$ cat config.mk
export PLATFORM = sky130hd
export DESIGN_NAME = mem_bus_arbiter
export DESIGN_NICKNAME = d
export VERILOG_FILES = /design/src/rtl/mem_arb_pkg.sv /design/src/rtl/rr_arbiter2.sv /design/src/rtl/mem_bus_arbiter.sv
export SDC_FILE = /design/constraint.sdc
export NUM_CORES = 1
export LEC_CHECK = 0
export BUFFER_PORTS_ARGS = -buffer_cell sky130_fd_sc_hd__clkbuf_2
export CORE_MARGIN = 2
export CORE_UTILIZATION = 35
export DETAILED_ROUTE_END_ITERATION = 7
export PLACE_DENSITY = 0.66
export SLEW_MARGIN = 25
export SYNTH_ARGS = -nofsm -noshare
export SYNTH_HDL_FRONTEND = slang
export SYNTH_SLANG_ARGS = --single-unit
export TNS_END_PERCENT = 100
$ cat constraint.sdc
create_clock -name clk -period 2.1 [get_ports clk]
set_input_delay 0.21 -clock clk [delete_from_list [all_inputs] [get_ports clk]]
set_output_delay 0.21 -clock clk [all_outputs]
set_load 0.05 [all_outputs]
$ cat src/rtl/mem_arb_pkg.sv
// Shared types for the data-memory bus arbiter.
//   state_e : arbiter FSM states
//   owner_e : requester identity (CPU load/store port, debug/DMA port)
//   BANK_*  : decoder bank-select codes; 2'b11 is unmapped
package mem_arb_pkg;

    typedef enum logic [1:0] {
        IDLE   = 2'b00,
        ACCESS = 2'b01,
        RESP   = 2'b10
    } state_e;

    typedef enum logic {
        OWN_CPU = 1'b0,
        OWN_DBG = 1'b1
    } owner_e;

    localparam logic [1:0] BANK_DATA = 2'b00;
    localparam logic [1:0] BANK_VGA  = 2'b01;
    localparam logic [1:0] BANK_IO   = 2'b10;

endpackage

$ cat src/rtl/rr_arbiter2.sv
// Two-way round-robin arbiter for the memory bus.
//   clk, rst_n   : clock, async active-low reset
//   req_cpu_i    : CPU request
//   req_dbg_i    : debug/DMA request
//   accept_i     : the grant is being taken this cycle; updates last owner
//   gnt_valid_o  : at least one request pending
//   gnt_owner_o  : winning requester
module rr_arbiter2
    import mem_arb_pkg::*;
(
    input  logic   clk,
    input  logic   rst_n,
    input  logic   req_cpu_i,
    input  logic   req_dbg_i,
    input  logic   accept_i,
    output logic   gnt_valid_o,
    output owner_e gnt_owner_o
);

    owner_e last_owner_q;
    owner_e last_owner_d;

    always_comb begin
        gnt_valid_o = req_cpu_i | req_dbg_i;
        if (req_cpu_i && req_dbg_i) begin
            // On contention the requester served least recently wins.
            gnt_owner_o = (last_owner_q == OWN_CPU) ? OWN_DBG : OWN_CPU;
        end else if (req_cpu_i) begin
            gnt_owner_o = OWN_CPU;
        end else begin
            gnt_owner_o = OWN_DBG;
        end
    end

    always_comb begin
        last_owner_d = last_owner_q;
        if (accept_i && gnt_valid_o) begin
            last_owner_d = gnt_owner_o;
        end
    end

    // Reset to DBG so the CPU wins the first contended arbitration.
    always_ff @(posedge clk or negedge rst_n) begin
        if (!rst_n) begin
            last_owner_q <= OWN_DBG;
        end else begin
            last_owner_q <= last_owner_d;
        end
    end

endmodule

$ cat src/rtl/mem_bus_arbiter.sv
// Data-memory bus arbiter between the CPU load/store port and the debug/DMA
// port. Drives address/strobes into the memory decoder, inserts per-bank wait
// states and returns a one-cycle ack with error flag and read data.
//   cpu_* / dbg_*         : requester ports (req/we/addr/wdata in, ack/err/rdata out)
//   mem_addr, mem_wdata   : latched address/data toward the decoder and banks
//   mem_read, mem_write   : strobes, held for every ACCESS cycle
//   dec_bank, dec_invalid : decoder feedback
//   mem_rdata             : bank read data
//   busy                  : FSM not idle
//
// state  | meaning
// IDLE   | waiting for a request, arbitration happens here
// ACCESS | strobes driven, wait-state counter running
// RESP   | one-cycle ack to the owner
module mem_bus_arbiter
    import mem_arb_pkg::*;
#(
    parameter int unsigned WAIT_DATA = 0,
    parameter int unsigned WAIT_VGA  = 1,
    parameter int unsigned WAIT_IO   = 2,
    parameter int unsigned CNT_W     = 4
) (
    input  logic        clk,
    input  logic        rst_n,
    input  logic        cpu_req,
    input  logic        cpu_we,
    input  logic [31:0] cpu_addr,
    input  logic [31:0] cpu_wdata,
    output logic        cpu_ack,
    output logic        cpu_err,
    output logic [31:0] cpu_rdata,
    input  logic        dbg_req,
    input  logic        dbg_we,
    input  logic [31:0] dbg_addr,
    input  logic [31:0] dbg_wdata,
    output logic        dbg_ack,
    output logic        dbg_err,
    output logic [31:0] dbg_rdata,
    output logic [31:0] mem_addr,
    output logic [31:0] mem_wdata,
    output logic        mem_read,
    output logic        mem_write,
    input  logic [1:0]  dec_bank,
    input  logic        dec_invalid,
    input  logic [31:0] mem_rdata,
    output logic        busy
);

    localparam logic [CNT_W-1:0] WAIT_DATA_C = CNT_W'(WAIT_DATA);
    localparam logic [CNT_W-1:0] WAIT_VGA_C  = CNT_W'(WAIT_VGA);
    localparam logic [CNT_W-1:0] WAIT_IO_C   = CNT_W'(WAIT_IO);
    localparam logic [CNT_W-1:0] CNT_ONE     = CNT_W'(1);

    state_e            state_q, state_d;
    owner_e            owner_q, owner_d;
    logic              we_q, we_d;
    logic [31:0]       addr_q, addr_d;
    logic [31:0]       wdata_q, wdata_d;
    logic [CNT_W-1:0]  cnt_q, cnt_d;
    logic              first_q, first_d;
    logic              err_q, err_d;
    logic [31:0]       rdata_q, rdata_d;

    logic              gnt_valid;
    owner_e            gnt_owner;
    logic              arb_accept;
    logic [CNT_W-1:0]  bank_wait;

    assign arb_accept = (state_q == IDLE);

    rr_arbiter2 u_rr (
        .clk         (clk),
        .rst_n       (rst_n),
        .req_cpu_i   (cpu_req),
        .req_dbg_i   (dbg_req),
        .accept_i    (arb_accept),
        .gnt_valid_o (gnt_valid),
        .gnt_owner_o (gnt_owner)
    );

    always_comb begin
        case (dec_bank)
            BANK_DATA: bank_wait = WAIT_DATA_C;
            BANK_VGA:  bank_wait = WAIT_VGA_C;
            BANK_IO:   bank_wait = WAIT_IO_C;
            default:   bank_wait = '0;
        endcase
    end

    always_comb begin
        state_d = state_q;
        owner_d = owner_q;
        we_d    = we_q;
        addr_d  = addr_q;
        wdata_d = wdata_q;
        cnt_d   = cnt_q;
        first_d = first_q;
        err_d   = err_q;
        rdata_d = rdata_q;
        case (state_q)
            IDLE: begin
                if (gnt_valid) begin
                    owner_d = gnt_owner;
                    we_d    = (gnt_owner == OWN_CPU) ? cpu_we    : dbg_we;
                    addr_d  = (gnt_owner == OWN_CPU) ? cpu_addr  : dbg_addr;
                    wdata_d = (gnt_owner == OWN_CPU) ? cpu_wdata : dbg_wdata;
                    first_d = 1'b1;
                    err_d   = 1'b0;
                    rdata_d = '0;
                    state_d = ACCESS;
                end
            end
            ACCESS: begin
                first_d = 1'b0;
                if (first_q && (dec_invalid || dec_bank == 2'b11)) begin
                    err_d   = 1'b1;
                    state_d = RESP;
                end else if (first_q) begin
                    // The freshly selected wait count is tested in the same
                    // cycle so a zero-wait bank acks two cycles after req.
                    if (bank_wait == '0) begin
                        rdata_d = we_q ? '0 : mem_rdata;
                        state_d = RESP;
                    end else begin
                        cnt_d = bank_wait - CNT_ONE;
                    end
                end else if (cnt_q == '0) begin
                    rdata_d = we_q ? '0 : mem_rdata;
                    state_d = RESP;
                end else begin
                    cnt_d = cnt_q - CNT_ONE;
                end
            end
            RESP: begin
                state_d = IDLE;
            end
            default: begin
                state_d = IDLE;
            end
        endcase
    end

    always_ff @(posedge clk or negedge rst_n) begin
        if (!rst_n) begin
            state_q <= IDLE;
            owner_q <= OWN_CPU;
            we_q    <= 1'b0;
            addr_q  <= '0;
            wdata_q <= '0;
            cnt_q   <= '0;
            first_q <= 1'b0;
            err_q   <= 1'b0;
            rdata_q <= '0;
        end else begin
            state_q <= state_d;
            owner_q <= owner_d;
            we_q    <= we_d;
            addr_q  <= addr_d;
            wdata_q <= wdata_d;
            cnt_q   <= cnt_d;
            first_q <= first_d;
            err_q   <= err_d;
            rdata_q <= rdata_d;
        end
    end

    // Strobes and acks decode straight from the state register so an async
    // reset removes them without waiting for a clock.
    assign mem_addr  = addr_q;
    assign mem_wdata = wdata_q;
    assign mem_read  = (state_q == ACCESS) && !we_q;
    assign mem_write = (state_q == ACCESS) && we_q;
    assign busy      = (state_q != IDLE);

    assign cpu_ack   = (state_q == RESP) && (owner_q == OWN_CPU);
    assign dbg_ack   = (state_q == RESP) && (owner_q == OWN_DBG);
    assign cpu_err   = cpu_ack && err_q;
    assign dbg_err   = dbg_ack && err_q;
    assign cpu_rdata = cpu_ack ? rdata_q : '0;
    assign dbg_rdata = dbg_ack ? rdata_q : '0;

endmodule
* Word-level counts from Yosys, hierarchy flattened
Index checks and enable logic that the tools add are counted.
Cells by class: bitwise gates (word level) 3, reductions and logical operators 22, mux-type cells 30, $add $sub $neg 2, equality and inequality tests 14
Operators with widths (count):
- two-way mux 32 bit | 10
- case mux 32 bit (2 select lines) | 1
- two-way mux 4 bit | 3
- two-way mux 2 bit | 5
- inequality test 2 bit, second input constant | 5
- logical AND 1 bit | 9
- logical NOT 4 bit | 2
- inequality test 4 bit, second input constant | 2
- case mux 2 bit (2 select lines) | 2
- subtractor 4 x 1 -> 4 bit, second input constant | 2
- two-way mux 1 bit | 7
- equality test 2 bit, second input constant | 3
- inequality test 3 bit, second input constant | 2
- AND reduction 3 bit | 2
- AND reduction 5 bit | 1
- equality test 2 x 1 -> 1 bit, second input constant | 2
- case mux 1 bit (2 select lines) | 2
- AND reduction 2 bit | 2
- AND reduction 4 bit | 1
- nonzero test 2 bit | 2
- logical NOT 2 bit | 1
- inverter 1 bit | 2
- logical NOT 1 bit | 1
- logical OR 1 bit | 1
- bitwise OR 1 bit | 1
Word-level totals: output and inout port bits 135, input port bits 169, flip-flop bits (word level) 107, word-level logic and storage cells 81

* Logic depth before layout (Yosys ltp)
Gate-level depths: netlist (run 1).
depth in word-level cells 7, mapped depth 7

* Cells and area by module
A second synthesis (run 1) with hierarchy kept.
Unflattened totals: cells, all modules 637, area, all modules 6214.7 um^2
By module, submodules not included:
- mem_bus_arbiter | cells each 631, times used 1, area an instance 6162.2 um^2
- rr_arbiter2 | cells each 6, times used 1, area an instance 52.6 um^2

* Worst setup path before layout (run 1)
Ideal clock, no wire load.
path type flip-flop to output port, from register state_q[0], to output port cpu_rdata[22], cell stages (with the launch flop) 4, required time 1.890 ns, data arrival time 1.966 ns, path buffers 1, setup slack -0.076 ns, cell sequence dfrtp_1 > nor3b_1 > clkbuf_1 > and2_1
On the way: longest elaborated chain between the ends 3
RTL lines:
- start: declaration | line mem_bus_arbiter.sv:54 | state_e state_q, state_d;
- start signal: assignment | line mem_bus_arbiter.sv:155 | state_q <= state_d;
- equality test 2 bit | line mem_bus_arbiter.sv:175 | assign cpu_ack = (state_q == RESP) && (owner_q == OWN_CPU);
- logical AND 1 bit | line mem_bus_arbiter.sv:175
- named net cpu_ack | line mem_bus_arbiter.sv:29 | output logic cpu_ack,
- two-way mux 32 bit | line mem_bus_arbiter.sv:179 | assign cpu_rdata = cpu_ack ? rdata_q : '0;
- end: declaration | line mem_bus_arbiter.sv:31 | output logic [31:0] cpu_rdata,
The timed path passes the listed nets, and every way through them passes these cells.

* Final worst setup path (run 1)
from register state_q[0], to output port dbg_rdata[22]
On the way: longest elaborated chain between the ends 3
RTL lines:
- equality test 2 bit | line mem_bus_arbiter.sv:176 | assign dbg_ack = (state_q == RESP) && (owner_q == OWN_DBG);
- logical AND 1 bit | line mem_bus_arbiter.sv:176
- two-way mux 32 bit | line mem_bus_arbiter.sv:180 | assign dbg_rdata = dbg_ack ? rdata_q : '0;
- end: declaration | line mem_bus_arbiter.sv:38 | output logic [31:0] dbg_rdata,
No other way between the ends.

==> flow_metrics.tcl, run 1 <==
set metrics [dict create \
    die_w_um 130 \
    fin_setup_tns_ns 0 \
    setup_violations 0 \
    max_freq_mhz 500 \
    reg2reg_to "rdata_q[21]$_DFFE_PN0P_" \
    cts.clk_slew.worst_paths_ns 0.07 \
    cts_tree "built" \
    num_vias 4844 \
    r2r_slack_ns 0.43 \
    drt_iter0_markers 191 \
    min_path_cells 3 \
    p_total_mw 12.3 \
    vias_per_cell 4.67 \
    gp_congestion 0.761 \
    grt_max_degree 77 \
    post_synth_num_cell_types 40 \
    rsz0062_at_grt "no" \
    seq_area_frac_synth 0.480 \
    firstDrtPassIters 4 \
    dp.final_hpwl_um 11700 \
    crit_type "flip-flop to output port" \
    yosys_warnings 0 \
    r2r_cells 5 \
    synth_seq_cells 107 \
    dieArea_sq_um 17000 \
    layout_worst_path_cycle_share 0.952 \
    port_buffers 303 \
    clk_path_buf_depth 2 \
    outcome "complete, no violations" \
    layout_min_cycle_time_ns 2.00 \
    clock_sinks 107 \
    io_pins 304 \
    finalHoldViolCount 0 \
    layout_common_cells "clkbuf_2, dfrtp_1, mux2i_1" \
    design.core.area_sq_um 15800 \
    synth_ff_type "dfrtp_1" \
    fp-row-count 46 \
    cts_root_buf "clkbuf_16" \
    p_leak_nw 3.94 \
    start_util 0.354 \
    worst_setup_path_end_kind "output port" \
    fillers 1550 \
    max_slew.worst_pin.slew_ns 0.555 \
    rr_startpoint "cnt_q[0]$_DFFE_PN0P_" \
    grt_usage 0.168 \
    drc_errors 0 \
    hold_end "rdata_q[2]$_DFFE_PN0P_" \
    cp.required_ns 1.89 \
    worst_hold_slack_ns 0.111 \
    synth-edff-count 0 \
    die_h_um 130 \
    numCtsBuffers 9 \
    hp-class "input port to flip-flop" \
    netlist_instances 532 \
    startpoint_type "flip-flop" \
    dp_slack_ns 0.0370 \
    timing.final.ws_setup_ns 0.101 \
    finalClockSkew_ns 0.00860 \
    powerDensity_nw_per_um2 1610 \
    num-nets-final 990 \
    drive_above_1_share 0.451 \
    slew_violations 0 \
    cp_max_fo 34 \
    syn_to_final_growth_pct 36.8 \
    clock_latency_ns 0.35 \
    antenna_found_initial 0 \
    syn-num-nets 705 \
    final_common_cell "clkbuf_2" \
    grt_overflow 0 \
    diodes 0 \
    wl_per_cell_um 14.5 \
    crit_arrival_ns 1.79 \
    routed_wirelength_um 15000 \
    htreeDepth 3 \
    synth_area_sq_um 5590 \
    drv_cap 0 \
    async_flop_share 1.00 \
    syn_area_per_cell_sq_um 10.5 \
    grt_first_pass_wirelength_um 21800 \
    irDropWorstVdd_mv 0.716 \
    grt_pass1_vias 4179 \
    ant_nets 0 \
    slew_headroom 0.630 \
    worstHoldStart "mem_rdata[2]" \
]
[registers in the layout (all words and copies together) (netlist names)]
signal,cells
cnt_q,4
err_q,1
first_q,1
mem_addr,32
mem_wdata,32
owner_q,1
rdata_q,32
state_q,2
u_rr.last_owner_q,1
we_q,1
[how the worst max path moves through the flow]
| stage | startpoint | to | slack [ns] | cells past startpoint |
|---|---|---|---|---|
| 2_1_floorplan | state_q[0]$_DFFE_PN0P_ | dbg_rdata[22] | 0.08 | 3 |
| 3_3_place_gp | dec_bank[0] | rdata_q[21]$_DFFE_PN0P_ | 0.07 | 8 |
| 3_5_place_dp | dec_bank[0] | rdata_q[21]$_DFFE_PN0P_ | 0.04 | 8 |
| 4_1_cts | state_q[0]$_DFFE_PN0P_ | dbg_rdata[22] | 0.07 | 4 |
| 5_1_grt | state_q[0]$_DFFE_PN0P_ | dbg_rdata[22] | 0.03 | 4 |
| 6_report | state_q[0]$_DFFE_PN0P_ | dbg_rdata[22] | 0.10 | 4 |
[timing repair]
action                                  4_1_cts  5_1_grt
hold buffers                                  1        0
endpoints found under the setup margin        0        0
setup buffers                                 0        0
resized for setup                             0        0
endpoints found under the hold margin        37        0
[synth_stat cells, drive strengths merged (2+ instances only)]
cell type  number  area [sq um]
nand2           4          15.0
mux2i          68           681
a21oi          65           325
nor4            3          25.0
o2bb2ai        32           468
nor3            4          20.0
nand3          32           160
buf            31           194
nand2b          2          20.0
and2           67           419
dfrtp         106          2650
a221o           2          20.0
mux2            2          22.5
ha              4          50.1
or3b            2          17.5
nor2           69           264
clkbuf         14          60.1
o21ai           8          40.0
inv             4          15.0
[power breakdown]
part           switching [mW]  internal, mW  total [mW]
logic                    4.91          1.95        6.87
clock network           0.798         0.832        1.63
registers               0.745          3.06        3.80
[worst max-delay path: stages (launching register included)]
cell      delay [ns]
dfrtp_1         0.45
and3b_1         0.23
buf_4           0.26
and2_1          0.21
clkbuf_2        0.29
[cells by family after synthesis]
kind of cell,after synthesis,share of synthesized area
simple gates,188,0.175
compound gates,114,0.163
flops,107,0.480
mux,70,0.126
buf+inv,49,0.0481
fa+ha+maj,4,0.00896
[layer usage]
metal	up-vias	part of all wire	wire length, um	track usage
li1	2421	-	-	-
met1	2203	0.41	6220	0.217
met2	206	0.49	7390	0.284
met3	14	0.073	1100	0.0299
met4	0	0.019	291	0.0601
met5	-	0	0	0
[final cells by class]
type / count / area (sq um) / share of cell area
clock buffers: 10 / 229 / 0.0300
clock inverters: 6 / 55.1 / 0.00720
inverters: 4 / 15.0 / 0.00196
multi-input cells: 376 / 2660 / 0.348
flip-flops and latches: 107 / 2680 / 0.351
well taps: 216 / 270 / 0.0354
repair buffers: 319 / 1730 / 0.227
[per-stage QoR]
stage / std cells / area (sq um) / utilization
global placement: 1021 / 7350 / 0.466
CTS: 1038 / 7640 / 0.485
finish: 1038 / 7640 / 0.485
global route: 1038 / 7640 / 0.485
detailed placement: 1021 / 7350 / 0.466
floorplan: 532 / 5590 / -
(Power assumes the default switching activity.)
==> run 2: changes to the inputs <==
--- a/config.mk
+++ b/config.mk
@@ -6,10 +6,12 @@
 export NUM_CORES = 1
 export LEC_CHECK = 0
 export BUFFER_PORTS_ARGS = -buffer_cell sky130_fd_sc_hd__clkbuf_2
+export CELL_PAD_IN_SITES_DETAIL_PLACEMENT = 1
+export CELL_PAD_IN_SITES_GLOBAL_PLACEMENT = 1
 export CORE_MARGIN = 2
-export CORE_UTILIZATION = 35
+export CORE_UTILIZATION = 33
 export DETAILED_ROUTE_END_ITERATION = 7
-export PLACE_DENSITY = 0.66
+export PLACE_DENSITY = 0.82
 export SLEW_MARGIN = 25
 export SYNTH_ARGS = -nofsm -noshare
 export SYNTH_HDL_FRONTEND = slang
==> flow_metrics.tcl, run 2 (synthesis results as in run 1) <==
set metrics [dict create \
    dieArea_sq_um 18000 \
    cts_setup_buffers 0 \
    finalHoldViolCount 0 \
    p_sw_frac 0.522 \
    vias_per_cell 4.82 \
    ant_nets 0 \
    clk_path_buf_depth 2 \
    htreeDepth 3 \
    path_cells "nor3b_2 > buf_4 > and2_1 > clkbuf_2" \
    outcome "complete, no violations" \
    num_vias 5024 \
    io_pins 304 \
    p_total_mw 12.6 \
    fp-row-count 47 \
    cp_max_fo 34 \
    finalNonFillerCells 1043 \
    layout_common_cells "clkbuf_2, dfrtp_1, mux2i_1" \
    power_switching_mw 6.57 \
    syn_to_final_growth_pct 37.4 \
    routed_wirelength_um 17000 \
    crit_slowest_cell "dfrtp_1" \
    place_inst 1026 \
    gp_congestion 0.751 \
    critical_path.max_stage_delay_ns 0.45 \
    layout_min_cycle_time_ns 1.95 \
    regArea_sq_um 2680 \
    max_freq_mhz 513 \
    fillers 1985 \
    grt_usage 0.192 \
    irDropWorstVdd_mv 0.732 \
    worst_setup_path_end_kind "output port" \
    cts_root_buf "clkbuf_16" \
    drt_iter0_markers 126 \
    intPower_mw 6.01 \
    drc_errors 0 \
    layout_worst_path_cycle_share 0.928 \
    finalClockSkew_ns 0.00799 \
    crit_arrival_ns 1.74 \
    setup_violations 0 \
    fin_setup_tns_ns 0 \
    grt_first_pass_wirelength_um 27200 \
    startpoint_type "flip-flop" \
    dp.final_hpwl_um 13200 \
    seqPwrFrac 0.304 \
    final_util 0.463 \
    slew_violations 0 \
    grt_max_degree 108 \
    powerDensity_nw_per_um2 1640 \
    die_h_um 134 \
    multiInputGateArea_sq_um 2660 \
    drive_above_1_share 0.453 \
    grt_overflow 0 \
    diodes 0 \
    num-nets-final 991 \
    antenna_found_initial 0 \
    max_slew.worst_pin.slew_ns 0.589 \
    final_common_cell "clkbuf_2" \
    p_clk_frac 0.136 \
    slew_headroom 0.607 \
    port_buffers 303 \
    crit_type "flip-flop to output port" \
    cts_tree "built" \
    hp-class "input port to flip-flop" \
    design.core.area_sq_um 16600 \
    p_leak_nw 3.95 \
    die_w_um 134 \
    drv_cap 0 \
    cp.required_ns 1.89 \
    wl_per_cell_um 16.3 \
    cts.clk_slew.worst_paths_ns 0.07 \
    combPwrFrac 0.559 \
    start_util 0.337 \
    numCtsBuffers 9 \
    clock_latency_ns 0.35 \
    firstDrtPassIters 4 \
    grt_pass1_vias 5092 \
    clock_sinks 107 \
    rsz0062_at_grt "no" \
]
run 2: area by class of cell:
cell class,instances,share of cell area
well taps,220,0.0358
clock inverters,7,0.00994
repair buffers,320,0.227
flip-flops and latches,107,0.349
multi-input cells,376,0.347
clock buffers,9,0.0293
inverters,4,0.00196
run 2: per-layer routing:
layer,GRT usage,up-vias,wire length (um)
li1,-,2428,-
met1,0.235,2355,6800
met2,0.329,220,8480
met3,0.0499,21,1400
met4,0.0655,0,320
met5,0,-,0
run 2: power by group through the flow:
stage	Clock, mW	Sequential [mW]	Combinational (mW)
6_report	1.72	3.83	7.04
3_5_place_dp	0	3.87	7.12
5_1_grt	1.86	3.98	7.59
2_1_floorplan	0	5.75	3.28
4_1_cts	1.79	3.84	7.12
3_3_place_gp	0	3.81	6.93
run 2: through the flow:
| step | hold WS [ns] | setup slack (ns) | area, sq um |
|---|---|---|---|
| 6_report | 0.109 | 0.152 | 7680 |
| 5_1_grt | 0.104 | 0.0276 | 7680 |
| 4_1_cts | 0.0882 | 0.0657 | 7670 |
| 3_5_place_dp | 0.342 | 0.0304 | 7360 |
| 3_3_place_gp | 0.339 | 0.0752 | 7360 |
| 2_1_floorplan | -0.0856 | 0.0788 | 5590 |
run 2: final timing paths:
kind / startpoint / slack [ns] / endpoint / cells after the start
setup / recovery: state_q[0]$_DFFE_PN0P_ / 0.15 / cpu_rdata[8] / 4
max in group asynchronous: rst_n / 1.16 / mem_wdata[17]$_DFFE_PN0P_ / 3
hold / removal: mem_rdata[22] / 0.11 / rdata_q[22]$_DFFE_PN0P_ / 3
min in group asynchronous: rst_n / 0.51 / cnt_q[1]$_DFFE_PN0P_ / 3
hold reg to reg: rdata_q[27]$_DFFE_PN0P_ / 0.52 / rdata_q[27]$_DFFE_PN0P_ / 1
setup reg to reg: state_q[0]$_DFFE_PN0P_ / 0.37 / mem_addr[31]$_DFFE_PN0P_ / 6
run 2: what timing repair did:
item / 4_1_cts / 5_1_grt
endpoints found under the setup margin: 0 / 2
gates resized for setup: 0 / 2
hold buffers: 1 / 0
hold endpoints to repair: 106 / 0
run 2: worst max-delay path, delay by kind of cell (launching register included):
family | cells | cell delay [ns]
buffers and inverters | 2 | 0.57
flip-flops | 1 | 0.45
AND/OR/NAND/NOR | 2 | 0.38
